File: config.mk
export PLATFORM = sky130hd
export DESIGN_NAME = ups_axi_regs
export DESIGN_NICKNAME = d
export VERILOG_FILES = /design/src/rtl/ups_axi_regs.sv
export SDC_FILE = /design/constraint.sdc
export NUM_CORES = 1
export LEC_CHECK = 0
export BUFFER_PORTS_ARGS = -buffer_cell sky130_fd_sc_hd__clkbuf_2
export CORE_AREA = 2 2 210 212
export DETAILED_ROUTE_END_ITERATION = 12
export DIE_AREA = 0 0 212 214
export GPL_TIMING_DRIVEN = 1
export SLEW_MARGIN = 20
export SYNTH_ARGS = -nofsm -noshare
export SYNTH_HDL_FRONTEND = slang
export SYNTH_SLANG_ARGS = --single-unit
File: constraint.sdc
create_clock -name clk -period 3.4 [get_ports clk]
set_input_delay 0.68 -clock clk [delete_from_list [all_inputs] [get_ports clk]]
set_output_delay 0.68 -clock clk [all_outputs]
set_load 0.05 [all_outputs]
File: src/rtl/ups_axi_regs.sv
// ups_axi_regs: parametrised AXI4-Lite register file with NREG RW control and NRO RO status words.
module ups_axi_regs #(
  parameter int NREG = 8,
  parameter int NRO = 4,
  parameter int AI = 4,
  parameter logic [31:0] RST_VAL = 32'h0
) (
  input  logic        clk,
  input  logic        rst_n,
  output logic [31:0] ctrl [NREG-1:0],
  output logic [NREG-1:0] wr_pulse,
  input  logic [31:0] status [NRO-1:0],
  output logic [NRO-1:0] rd_pulse,
  input  logic [31:0] ca4l_araddr,
  input  logic        ca4l_arvalid,
  output logic        ca4l_arready,
  output logic [31:0] ca4l_rdata,
  output logic [1:0]  ca4l_rresp,
  output logic        ca4l_rvalid,
  input  logic        ca4l_rready,
  input  logic [31:0] ca4l_awaddr,
  input  logic        ca4l_awvalid,
  output logic        ca4l_awready,
  input  logic [31:0] ca4l_wdata,
  input  logic [3:0]  ca4l_wstrb,
  input  logic        ca4l_wvalid,
  output logic        ca4l_wready,
  output logic [1:0]  ca4l_bresp,
  output logic        ca4l_bvalid,
  input  logic        ca4l_bready
);
  typedef enum logic [1:0] {W_IDLE, W_EXEC, W_RESP} wstate_t;
  typedef enum logic {R_IDLE, R_DATA} rstate_t;
  if (NREG + NRO > 2**AI) begin : g_bad_cfg
    $error("ups_axi_regs: NREG+NRO exceeds 2**AI");
  end
  wstate_t wst, wst_n;
  rstate_t rs, rs_n;
  logic aw_got, w_got, aw_got_n, w_got_n;
  logic aw_hs, w_hs, b_hs, ar_hs, r_hs;
  logic w_ctrl, r_err;
  logic [AI-1:0] w_idx, ar_idx;
  logic [31:0] wdata_q, r_data;
  logic [3:0] wstrb_q;
  logic [NRO-1:0] r_pulse;
  logic unused;
  assign unused = ^{ca4l_araddr[31:AI+2], ca4l_araddr[1:0], ca4l_awaddr[31:AI+2], ca4l_awaddr[1:0]};
  assign ar_idx = ca4l_araddr[AI+1:2];
  always_comb begin
    aw_hs = ca4l_awvalid && ca4l_awready;
    w_hs = ca4l_wvalid && ca4l_wready;
    b_hs = ca4l_bvalid && ca4l_bready;
    ar_hs = ca4l_arvalid && ca4l_arready;
    r_hs = ca4l_rvalid && ca4l_rready;
    aw_got_n = !b_hs && (aw_got || aw_hs);
    w_got_n = !b_hs && (w_got || w_hs);
    wst_n = (wst == W_IDLE) ? ((aw_got && w_got) ? W_EXEC : W_IDLE) :
            (wst == W_EXEC) ? W_RESP : (b_hs ? W_IDLE : W_RESP);
    rs_n = (rs == R_IDLE) ? (ar_hs ? R_DATA : R_IDLE) : (r_hs ? R_IDLE : R_DATA);
  end
  // Write-side decode; the pulse fires on any ctrl hit, even with an empty strobe.
  always_comb begin
    w_ctrl = 1'b0;
    wr_pulse = '0;
    for (int i = 0; i < NREG; i++)
      if (w_idx == AI'(i)) begin
        w_ctrl = 1'b1;
        wr_pulse[i] = (wst == W_EXEC);
      end
  end
  always_comb begin
    r_data = '0;
    r_err = 1'b1;
    r_pulse = '0;
    for (int i = 0; i < NREG; i++)
      if (ar_idx == AI'(i)) begin
        r_data = ctrl[i];
        r_err = 1'b0;
      end
    for (int j = 0; j < NRO; j++)
      if (ar_idx == AI'(NREG + j)) begin
        r_data = status[j];
        r_err = 1'b0;
        r_pulse[j] = 1'b1;
      end
  end
  always_ff @(posedge clk or negedge rst_n)
    if (!rst_n) begin
      wst <= W_IDLE;
      rs <= R_IDLE;
    end else begin
      wst <= wst_n;
      rs <= rs_n;
    end
  always_ff @(posedge clk or negedge rst_n)
    if (!rst_n) begin
      aw_got <= 1'b0;
      w_got <= 1'b0;
      ca4l_awready <= 1'b0;
      ca4l_wready <= 1'b0;
      ca4l_bvalid <= 1'b0;
      ca4l_bresp <= 2'b00;
      w_idx <= '0;
      wdata_q <= '0;
      wstrb_q <= '0;
      for (int i = 0; i < NREG; i++) ctrl[i] <= RST_VAL;
    end else begin
      aw_got <= aw_got_n;
      w_got <= w_got_n;
      ca4l_awready <= (wst_n == W_IDLE) && !aw_got_n;
      ca4l_wready <= (wst_n == W_IDLE) && !w_got_n;
      ca4l_bvalid <= (wst_n == W_RESP);
      if (aw_hs) w_idx <= ca4l_awaddr[AI+1:2];
      if (w_hs) begin
        wdata_q <= ca4l_wdata;
        wstrb_q <= ca4l_wstrb;
      end
      if (wst == W_EXEC) ca4l_bresp <= w_ctrl ? 2'b00 : 2'b10;
      for (int i = 0; i < NREG; i++)
        for (int k = 0; k < 4; k++)
          if (wr_pulse[i] && wstrb_q[k]) ctrl[i][8*k +: 8] <= wdata_q[8*k +: 8];
    end
  always_ff @(posedge clk or negedge rst_n)
    if (!rst_n) begin
      ca4l_arready <= 1'b0;
      ca4l_rvalid <= 1'b0;
      ca4l_rdata <= '0;
      ca4l_rresp <= 2'b00;
      rd_pulse <= '0;
    end else begin
      ca4l_arready <= (rs_n == R_IDLE);
      ca4l_rvalid <= (rs_n == R_DATA);
      rd_pulse <= ar_hs ? r_pulse : '0;
      if (ar_hs) begin
        ca4l_rdata <= r_data;
        ca4l_rresp <= r_err ? 2'b10 : 2'b00;
      end
    end
endmodule

# Word-level counts from Yosys, hierarchy flattened

Cells that the tools add are included.

Register bits after elaboration: 345
Input bits: 235
Output and inout bits: 309
Word-level logic and storage cells: 173

Eq/ne operators: 20
Mux-type cells: 54
Bitwise logic cells: 1
Reductions and logical operators: 51

Operator list:

| cell                                                 | count |
|---|---|
| two-way mux 32 bit                                   | 12 |
| logical AND 1 bit                                    | 42 |
| two-way mux 1 bit                                    | 36 |
| equality test 4 x 3 -> 1 bit (second input constant) | 8 |
| equality test 4 x 2 -> 1 bit (second input constant) | 4 |
| equality test 4 bit (second input constant)          | 4 |
| two-way mux 2 bit                                    | 5 |
| equality test 4 x 1 -> 1 bit (second input constant) | 2 |
| logical NOT 4 bit                                    | 2 |
| logical NOT 2 bit                                    | 2 |
| two-way mux 4 bit                                    | 1 |
| logical NOT 1 bit                                    | 3 |
| equality test 2 x 1 -> 1 bit (second input constant) | 1 |
| equality test 2 bit (second input constant)          | 1 |
| logical OR 1 bit                                     | 2 |
| inverter 1 bit                                       | 1 |

# Logic depth before layout (Yosys ltp)

Gate-level depths: netlist of the first run.

Word-level depth: 14
Depth in mapped cells: 8
Gate-level depth less buffers: 5

# Worst setup path before layout of the first run

Ideal clock, no wire load.

Path kind: register to register
Start: register wst[1]
End: register ctrl[64] (netlist bit)
Setup time: 0.125 ns
Data arrival time: 2.434 ns
Data required time: 3.275 ns
Setup slack: 0.841 ns
Stages on the path, launching flop included: 5
Path buffers: 0
Clock period less this slack: 2.559 ns
Cell sequence: dfrtp_1 nand3b_1 nor4_2 nand2_2 mux2_2

Word-level cells in the longest chain between the ends: 3

RTL lines:

| item                          | RTL line | text |
|---|---|---|
| start, declared               | 37       | `wstate_t wst, wst_n;` |
| start signal, assigned        | 92       | `wst <= wst_n;` |
| equality test 2 x 1 -> 1 bit  | 68       | `wr_pulse[i] = (wst == W_EXEC);` |
| two-way mux 1 bit             | 66       | `if (w_idx == AI'(i)) begin` |
| net wr_pulse[2]               | 11       | `output logic [NREG-1:0] wr_pulse,` |
| logical AND 1 bit             | 121      | `if (wr_pulse[i] && wstrb_q[k]) ctrl[i][8*k +: 8] <= wdata_q[8*k +: 8];` |
| end signal, assigned by index | 121      |  |
| end, declared                 | 10       | `output logic [31:0] ctrl [NREG-1:0],` |

The timed path passes the listed nets, and every way through them passes these cells.
A chain may end at the register's enable or synchronous reset.

# Worst setup path in the final report of the first run

Start: register wst[1]
End: output port wr_pulse[5]

Word-level cells in the longest chain between the ends: 2

RTL lines:

| item                         | RTL line |
|---|---|
| equality test 2 x 1 -> 1 bit | 68 |
| two-way mux 1 bit            | 66 |
| end, declared                | 11 |

No other way between the ends.

==> results of run 1 <==
## routing by layer
layer	vias to the layer above	wire length (µm)
met2	611	30200
met5	-	33
met3	126	5020
met1	6893	26400
li1	5885	-
met4	4	2430
## flip-flops by register name (all words and copies together), names as in the netlist, 2 cells and up
register and count:
wstrb_q 4, w_idx 4, wdata_q 32, rd_pulse 4
wst 2, ca4l_rdata 32, ctrl 256
## final cells by class
cell class / count / area [µm²] / share of cell area [%]
Sequential cell: 343 / 8580 / 40.9
Antenna cell: 2 / 5.00 / 0.0238
Multi-Input combinational cell: 861 / 7500 / 35.7
Inverter: 2 / 7.51 / 0.0357
Clock buffer: 62 / 1180 / 5.64
Clock inverter: 11 / 116 / 0.554
Tap cell: 585 / 732 / 3.48
Timing Repair Buffer: 536 / 2880 / 13.7
## placed cells by master (no fill, tap or decap), drive strengths merged, types with 8 or more instances in the layout
master	n
o211ai	15
a21oi	77
o21ai	67
mux4	19
o22a	8
a22o	22
mux2i	56
clkbuf	544
nand2	66
o2111ai	18
mux2	322
a221oi	14
a22oi	24
buf	54
nor2	41
dfrtp	343
o22ai	46
## metrics by stage
step	std cells	cell area, µm²	worst slack [ps]
5_1_grt	2400	21000	349
3_5_place_dp	2327	19700	496
6_report	2402	21000	420
2_1_floorplan	1288	16400	841
3_3_place_gp	2327	19700	559
4_1_cts	2400	21000	359
## path summary, 6_finish.rpt
check | to | cells after the start
max in group asynchronous | ca4l_rdata[4]$_DFFE_PN0P_ | 2
setup reg to reg | ctrl[99]$_DFFE_PN0P_ | 5
min in group clk | ca4l_rvalid$_DFF_PN0_ | 2
setup / recovery | wr_pulse[5] | 4
hold / removal | ca4l_wready$_DFF_PN0_ | 1
hold reg to reg | ca4l_rresp[1]$_DFFE_PN0P_ | 2
## power by group through the flow
stage / logic [mW] / clock network [mW] / registers [mW]
6_report: 7.09 / 4.30 / 6.79
3_5_place_dp: 7.12 / 0 / 6.83
2_1_floorplan: 1.92 / 0 / 9.63
4_1_cts: 7.13 / 4.38 / 6.76
5_1_grt: 7.39 / 4.54 / 6.97
3_3_place_gp: 7.07 / 0 / 6.75
## worst reg2reg max path, stage by stage (launching register included)
cell and delay, ps:
dfrtp_1 420, nand3b_1 280, nor2_1 280, buf_4 240, nand2_1 420, mux2_2 450
## cells by family after synthesis
group	Yosys count	share of synthesized area (%)
buf+inv	84	2.19
compound gates	323	12.9
simple gates	139	4.34
other cells	1	0.0229
flops	343	52.4
mux	397	28.2
==> impl_metrics.py, run 1 <==
metrics = {
    "logic_synthesis": {
        "postSynthCellCount": 1287,
        "synth_ff_type": "dfrtp_1",
        "seq_area_frac_synth_pct": 52.4,
        "ys_top_cells_by_area": "dfrtp_1 (52%), mux2_2 (22%), mux2i_1 (3.4%), mux4_2 (2.6%), a21oi_1 (2.4%)",
        "ys_warn_count": 0,
        "synthesis.area_mm2": 0.0164,
        "yosysMostFrequentCell": "dfrtp_1",
        "synth-edff-count": 0,
        "synth_common_cells": "dfrtp_1 (343), mux2_2 (321), a21oi_1 (77)",
        "synthArstFlopShare_pct": 100,
        "yosysTopAreaCellShare_pct": 52.4,
        "synth_cell_types": 48,
        "yosysTopAreaCell": "dfrtp_1",
        "ys_seq_elements": 343,
        "syn_area_per_cell_um2": 12.7,
    },
    "power_and_ir_drop": {
        "power.density_mw_per_mm2": 865,
        "pwr-share-clk_pct": 23.7,
        "max-vdd-ir-drop_uv": 442,
        "swShare_pct": 45.6,
        "power.switching_mw": 8.29,
        "p_int_mw": 9.89,
        "pwr-share-comb_pct": 39.0,
        "finalPower_mw": 18.2,
        "p_leak_nw": 10.7,
        "seqPwrFrac_pct": 37.3,
    },
    "global_route": {
        "antenna_found_initial": 2,
        "grt_busiest_layer": "met2",
        "grtUsageMet2_pct": 44.5,
        "gr-total-overflow": 0,
        "use_met3_pct": 6.69,
        "grt_pass1_vias": 13827,
        "grt.total_usage_pct": 27.9,
        "grt_max_degree": 77,
        "globalRouteMet1Util_pct": 36.2,
        "grt_pass1_wl_um": 93100,
    },
    "setup_path": {
        "cp-end-kind": "primary output",
        "worstPathMaxFanout": 5,
        "critPathLaunch": "wst[1]$_DFF_PN0_",
        "rr_startpoint": "wst[1]$_DFF_PN0_",
        "arrival_ps": 2300,
        "critPathTopFamily": "simple AND/OR/NAND/NOR gates",
        "cp-start-kind": "flip-flop",
        "cp.required_ps": 2720,
        "critPathKind": "reg -> out",
        "cp_slowest_cell": "nor2_2",
        "crit_chain": "nand2b_4, or2_2, nor2_2, clkbuf_2",
        "slowest_delay_ps": 450,
        "worst-path-buf-inv": 1,
        "r2r_setup_slack_ps": 1190,
    },
    "timing": {
        "max_freq_mhz": 336,
        "maxSlewViolCount": 0,
        "rsz0062_at_grt": "false",
        "hold_violations": 0,
        "finalClockSkew_ps": 21.5,
        "finalCriticalPeriod_ps": 2980,
        "hold_ws_ps": 113,
        "final.setup.tns_ps": 0,
        "post-route-period-util_pct": 87.7,
        "relSlewSlack_pct": 32.3,
        "setup_viol": 0,
        "worst_pin_slew_ps": 1010,
    },
    "place": {
        "io_buffers": 485,
        "routabilityCongestion": 0.862,
        "hpwl_um": 46600,
    },
    "route": {
        "ant_nets": 0,
        "viasPerCell": 5.63,
        "wl_per_cell_um": 26.7,
        "drt_first_pass_iters": 5,
        "totalWireLength_um": 64100,
        "drc": 0,
        "initialDrtViolationCount": 932,
        "vias": 13519,
    },
    "clock_tree": {
        "cts_buffers": 40,
        "cts_num_sinks": 343,
        "cts.clk_slew.worst_paths_ps": 50,
        "clock_latency_ps": 560,
        "cts-htree-levels": 2,
        "ctsResizeCount": 0,
        "cts_tree": "yes",
        "root_buffer": "clkbuf_16",
        "clock_path_buffers": 3,
        "cts_setup_buffers": 0,
        "hold_buffers": 0,
    },
    "floorplanning": {
        "die_w_um": 212,
        "num_rows": 76,
        "ioPinCount": 544,
        "coreArea_mm2": 0.0429,
        "dieArea_mm2": 0.0454,
        "initial_core_util_pct": 38.2,
        "die_h_um": 214,
    },
    "run": {
        "maxCapViolations": 0,
    },
    "outcome": {
        "status": "completed",
    },
    "layout": {
        "layout-drive-gt1-share_pct": 54.3,
        "area_delta_synth_final_pct": 28.3,
        "fillers": 3990,
        "post-route-util_pct": 49.0,
        "nets": 2019,
    },
    "hold_path": {
        "min_path_type": "in -> async",
    },
}
Power figures use the tool's default switching activity.
==> run 2, diff against run 1 <==
- CELL_PAD_IN_SITES_DETAIL_PLACEMENT: default -> 0
- CELL_PAD_IN_SITES_GLOBAL_PLACEMENT: default -> 1
- CORE_AREA: 2 2 210 212 -> 2 2 211 213
- DIE_AREA: 0 0 212 214 -> 0 0 213 215
- PLACE_DENSITY_LB_ADDON: default -> 0.1
==> run 2 against run 1 <==
Net effect:
- setup slack got worse by 120 ps
- hold slack worse by 59 ps
- sequential power is 0.6% higher
- global-route usage hardly changed
- combinational power about the same
- routed wire length increased by 0.72%
- first-iteration DRC count is 2.8% lower
- critical path type unchanged
- largest cell class unchanged
- largest power group unchanged
==> impl_metrics.py, run 2 (synthesis gave the netlist of run 1 again) <==
metrics = {
    "timing": {
        "post-route-period-util_pct": 91.2,
        "setup_ws_ps": 300,
        "maxSlewViolCount": 0,
        "rsz0062_at_grt": "false",
        "hold_violations": 0,
        "finalCriticalPeriod_ps": 3100,
        "final.setup.tns_ps": 0,
        "hold_ws_ps": 54.8,
        "relSlewSlack_pct": 22.3,
        "worst_pin_slew_ps": 1160,
        "setup_viol": 0,
        "max_freq_mhz": 323,
        "finalClockSkew_ps": 19.8,
    },
    "setup_path": {
        "rr_worst_depth": 5,
        "reg2reg_to": "ctrl[27]$_DFFE_PN0P_",
        "worst-path-buf-inv": 1,
        "rr_startpoint": "wst[1]$_DFF_PN0_",
        "cp-end-kind": "primary output",
        "r2r_setup_slack_ps": 1040,
        "arrival_ps": 2420,
        "critPathKind": "reg -> out",
        "cp.required_ps": 2720,
        "cp_slowest_cell": "nor4_4",
        "cp-start-kind": "flip-flop",
        "crit_chain": "nand2b_4, or2_2, nor4_4, clkbuf_2",
        "critPathTopFamily": "simple AND/OR/NAND/NOR gates",
        "slowest_delay_ps": 500,
        "worstPathMaxFanout": 5,
    },
    "place": {
        "hpwl_um": 47500,
        "io_buffers": 485,
        "dp_slack_ps": 487,
        "routabilityCongestion": 0.866,
    },
    "global_route": {
        "grt_pass1_wl_um": 92700,
        "grt_pass1_vias": 13363,
        "gr-total-overflow": 0,
        "grt_max_degree": 78,
        "grt.total_usage_pct": 27.8,
        "antenna_found_initial": 6,
    },
    "hold_path": {
        "min_path_type": "in -> async",
    },
    "layout": {
        "largest_register_ffs": 256,
        "post-route-util_pct": 48.1,
        "layout_common_cells": "clkbuf_2 (482), dfrtp_1 (343), mux2_2 (321)",
        "top_regs": "ctrl (256), ca4l_rdata (32), wdata_q (32)",
        "area_delta_synth_final_pct": 28.2,
        "regMostFlops": "ctrl",
        "layout-drive-gt1-share_pct": 54.1,
        "final_common_cell": "clkbuf_2",
        "nets": 2011,
    },
    "route": {
        "viasPerCell": 5.53,
        "drc": 0,
        "ant_nets": 0,
        "totalWireLength_um": 64600,
        "vias": 13288,
        "initialDrtViolationCount": 906,
        "drt_first_pass_iters": 5,
        "wl_per_cell_um": 26.9,
    },
    "power_and_ir_drop": {
        "power.density_mw_per_mm2": 870,
        "p_leak_nw": 10.7,
        "finalPower_mw": 18.3,
        "max-vdd-ir-drop_uv": 568,
    },
    "run": {
        "maxCapViolations": 0,
    },
    "floorplanning": {
        "die_h_um": 215,
        "coreArea_mm2": 0.0436,
        "dieArea_mm2": 0.0458,
        "die_w_um": 213,
        "ioPinCount": 544,
        "initial_core_util_pct": 37.5,
        "num_rows": 77,
    },
    "clock_tree": {
        "cts_tree": "yes",
        "hold_buffers": 0,
        "clock_path_buffers": 3,
        "clock_latency_ps": 570,
        "cts_setup_buffers": 0,
        "root_buffer": "clkbuf_16",
        "cts_buffers": 41,
        "ctsResizeCount": 0,
        "cts-htree-levels": 2,
        "cts_num_sinks": 343,
        "cts.clk_slew.worst_paths_ps": 50,
    },
    "outcome": {
        "status": "completed",
    },
}
==> run 2: changes by cell type in the layout (fill, tap and decap cells not counted), moves of 3 or more <==
| cell | before | now |
|---|---|---|
| nand2b_1 | 1 | 4 |
| buf_4 | 47 | 34 |
| buf_12 | 4 | 8 |
| clkbuf_1 | 13 | 8 |
| nand2b_2 | 3 | 0 |
| clkbuf_8 | 8 | 11 |
| clkinvlp_4 | 0 | 3 |
==> run 2: final cells by class <==
class	instances	area [µm²]
multi-input combinational	861	7470
tap	592	741
clock inverter	14	110
fill	4115	22600
sequential	343	8580
timing repair buffer	527	2870
antenna	4	10.0
inverter	2	7.51
clock buffer	60	1210
==> run 2: how the worst max path moves through the flow <==
stage,start,endpoint,slack [ps],depth (start not counted)
after floorplan,wst[1]$_DFF_PN0_,ctrl[64]$_DFFE_PN0P_,840,4
after CTS,wst[1]$_DFF_PN0_,wr_pulse[0],270,4
after detailed placement,ca4l_araddr[3],ca4l_rdata[12]$_DFFE_PN0P_,490,6
after global placement,ca4l_araddr[3],ca4l_rdata[12]$_DFFE_PN0P_,480,6
final,wst[1]$_DFF_PN0_,wr_pulse[0],300,4
after global routing,wst[1]$_DFF_PN0_,wr_pulse[0],230,4
==> run 2: metrics by stage <==
step | cells | instance area (µm²)
after global placement | 2325 | 19700
after global routing | 2403 | 21000
after floorplan | 1288 | 16400
after detailed placement | 2325 | 19700
after CTS | 2399 | 21000
final | 2403 | 21000
==> run 2: metal layers <==
layer / global-route usage (%) / wire length, µm
met5: 0 / 11
met4: 9.72 / 2040
met3: 5.80 / 4520
met2: 42.9 / 29400
met1: 38.8 / 28600
==> run 2: power breakdown <==
part | internal [mW] | total, mW | switching [mW]
clock network | 2.54 | 4.32 | 1.78
logic | 2.04 | 7.11 | 5.07
registers | 5.30 | 6.83 | 1.53
==> run 3, diff against run 2 <==
- CORE_AREA: 2 2 211 213 -> 2 2 212 214
- DIE_AREA: 0 0 213 215 -> 0 0 214 216
- clock period: 3.4 -> 3.5 ns (I/O delays scaled with it)
==> run 3 against run 2 <==
Net effect:
- clock power shrank 2%
- combinational power decreased by 3.2%
- power fell by 2.7%
- cell count down 0.37%
- critical path type unchanged
- largest cell class unchanged
==> impl_metrics.py, run 3 (synthesis gave the netlist of run 1 again) <==
metrics = {
    "timing": {
        "setup_viol": 0,
        "worst_pin_slew_ps": 1010,
        "max_freq_mhz": 329,
        "finalCriticalPeriod_ps": 3040,
        "hold_ws_ps": 60.1,
        "maxSlewViolCount": 0,
        "relSlewSlack_pct": 32.8,
        "final.setup.tns_ps": 0,
        "finalClockSkew_ps": 20.3,
        "post-route-period-util_pct": 86.9,
        "rsz0062_at_grt": "false",
        "hold_violations": 0,
        "setup_ws_ps": 459,
    },
    "setup_path": {
        "rr_worst_depth": 4,
        "cp-start-kind": "flip-flop",
        "arrival_ps": 2340,
        "critPathKind": "reg -> out",
        "worstPathMaxFanout": 7,
        "cp.required_ps": 2800,
        "cp-end-kind": "primary output",
    },
    "floorplanning": {
        "coreArea_mm2": 0.0438,
        "die_w_um": 214,
        "die_h_um": 216,
        "initial_core_util_pct": 37.4,
        "ioPinCount": 544,
        "dieArea_mm2": 0.0462,
        "num_rows": 77,
    },
    "layout": {
        "fillers": 4175,
        "nets": 2008,
        "regMostFlops": "ctrl",
        "layout-drive-gt1-share_pct": 53.9,
        "largest_register_ffs": 256,
        "top_regs": "ctrl (256), ca4l_rdata (32), wdata_q (32)",
        "area_delta_synth_final_pct": 27.9,
        "final_common_cell": "clkbuf_2",
        "final_cells": 2394,
        "layout_common_cells": "clkbuf_2 (482), dfrtp_1 (343), mux2_2 (321)",
    },
    "clock_tree": {
        "root_buffer": "clkbuf_16",
        "clock_path_buffers": 3,
        "cts_num_sinks": 343,
        "cts_setup_buffers": 0,
        "cts_tree": "yes",
        "hold_buffers": 0,
        "cts_buffers": 41,
        "ctsResizeCount": 0,
        "clock_latency_ps": 580,
        "cts.clk_slew.worst_paths_ps": 60,
        "cts-htree-levels": 2,
    },
    "place": {
        "place_inst": 2322,
        "hpwl_um": 47800,
        "dp_slack_ps": 579,
        "io_buffers": 485,
        "routabilityCongestion": 0.879,
    },
    "hold_path": {
        "min_path_type": "in -> async",
    },
    "power_and_ir_drop": {
        "power.density_mw_per_mm2": 848,
        "finalPower_mw": 17.8,
        "max-vdd-ir-drop_uv": 599,
        "p_leak_nw": 10.7,
    },
    "global_route": {
        "grt_busiest_layer": "met2",
        "grt_pass1_wl_um": 95400,
        "globalRouteMet1Util_pct": 39.3,
        "gr-total-overflow": 0,
        "grt.total_usage_pct": 28.0,
        "grtUsageMet2_pct": 42.5,
        "antenna_found_initial": 3,
        "use_met3_pct": 6.61,
        "grt_max_degree": 82,
        "grt_pass1_vias": 13561,
    },
    "route": {
        "viasPerCell": 5.53,
        "vias": 13247,
        "drt_first_pass_iters": 5,
        "drc": 0,
        "initialDrtViolationCount": 890,
        "ant_nets": 0,
        "wl_per_cell_um": 27.3,
        "totalWireLength_um": 65400,
    },
    "outcome": {
        "status": "completed",
    },
    "run": {
        "maxCapViolations": 0,
    },
}
-- run 3: changes by cell type in the layout (fill, tap and decap cells not counted), sizes merged --
cell      previous run  this run
inv                  4         3
buf                 45        42
clkinvlp             3         0
clkbuf             542       541
clkinv               8         7
bufinv               1         2
diode                4         3
-- run 3: final timing paths --
| kind | from | to | slack (ps) |
|---|---|---|---|
| worst max register to register | wst[1]$_DFF_PN0_ | ctrl[122]$_DFFE_PN0P_ | 990 |
| min in group clk | ca4l_wdata[20] | wdata_q[20]$_DFFE_PN0P_ | 350 |
| max in group asynchronous | rst_n | ctrl[9]$_DFFE_PN0P_ | 2580 |
| worst min register to register | ca4l_rdata[17]$_DFFE_PN0P_ | ca4l_rdata[17]$_DFFE_PN0P_ | 520 |
| worst max-delay path | w_idx[3]$_DFFE_PN0P_ | wr_pulse[6] | 460 |
| worst min-delay path | rst_n | ctrl[227]$_DFFE_PN0P_ | 60 |
-- run 3: metrics by stage --
stage | cell area, µm² | util, %
4_1_cts | 20900 | 47.8
2_1_floorplan | 16400 | -
6_report | 20900 | 47.8
3_5_place_dp | 19600 | 44.8
3_3_place_gp | 19600 | 44.8
5_1_grt | 20900 | 47.8
-- run 3: cell type report --
cell class / count / area (µm²) / area share (%)
inverter: 2 / 7.51 / 0.0358
clock buffer: 59 / 1180 / 5.66
timing repair buffer: 524 / 2820 / 13.5
tap: 592 / 741 / 3.54
antenna: 3 / 7.51 / 0.0358
multi-input combinational: 861 / 7480 / 35.7
sequential: 343 / 8580 / 41.0
clock inverter: 10 / 126 / 0.603
-- run 3: power breakdown --
group          internal, mW  switching (mW)  total, mW
clock                  2.50            1.74       4.24
combinational          1.98            4.90       6.88
sequential             5.15            1.51       6.65
-- run 3: worst max-delay path, stage by stage (launching register included) --
cell,delay (ps)
dfrtp_1,470
or3b_2,530
nor2_2,380
clkbuf_2,390
-- run 3: routing by layer --
| layer | wire length (µm) | vias to the layer above | part of all wire (%) |
|---|---|---|---|
| met4 | 1920 | 0 | 2.9 |
| met1 | 29500 | 6771 | 45 |
| met5 | 0 | - | 0 |
| li1 | - | 5866 | - |
| met3 | 4550 | 93 | 7.0 |
| met2 | 29400 | 517 | 45 |
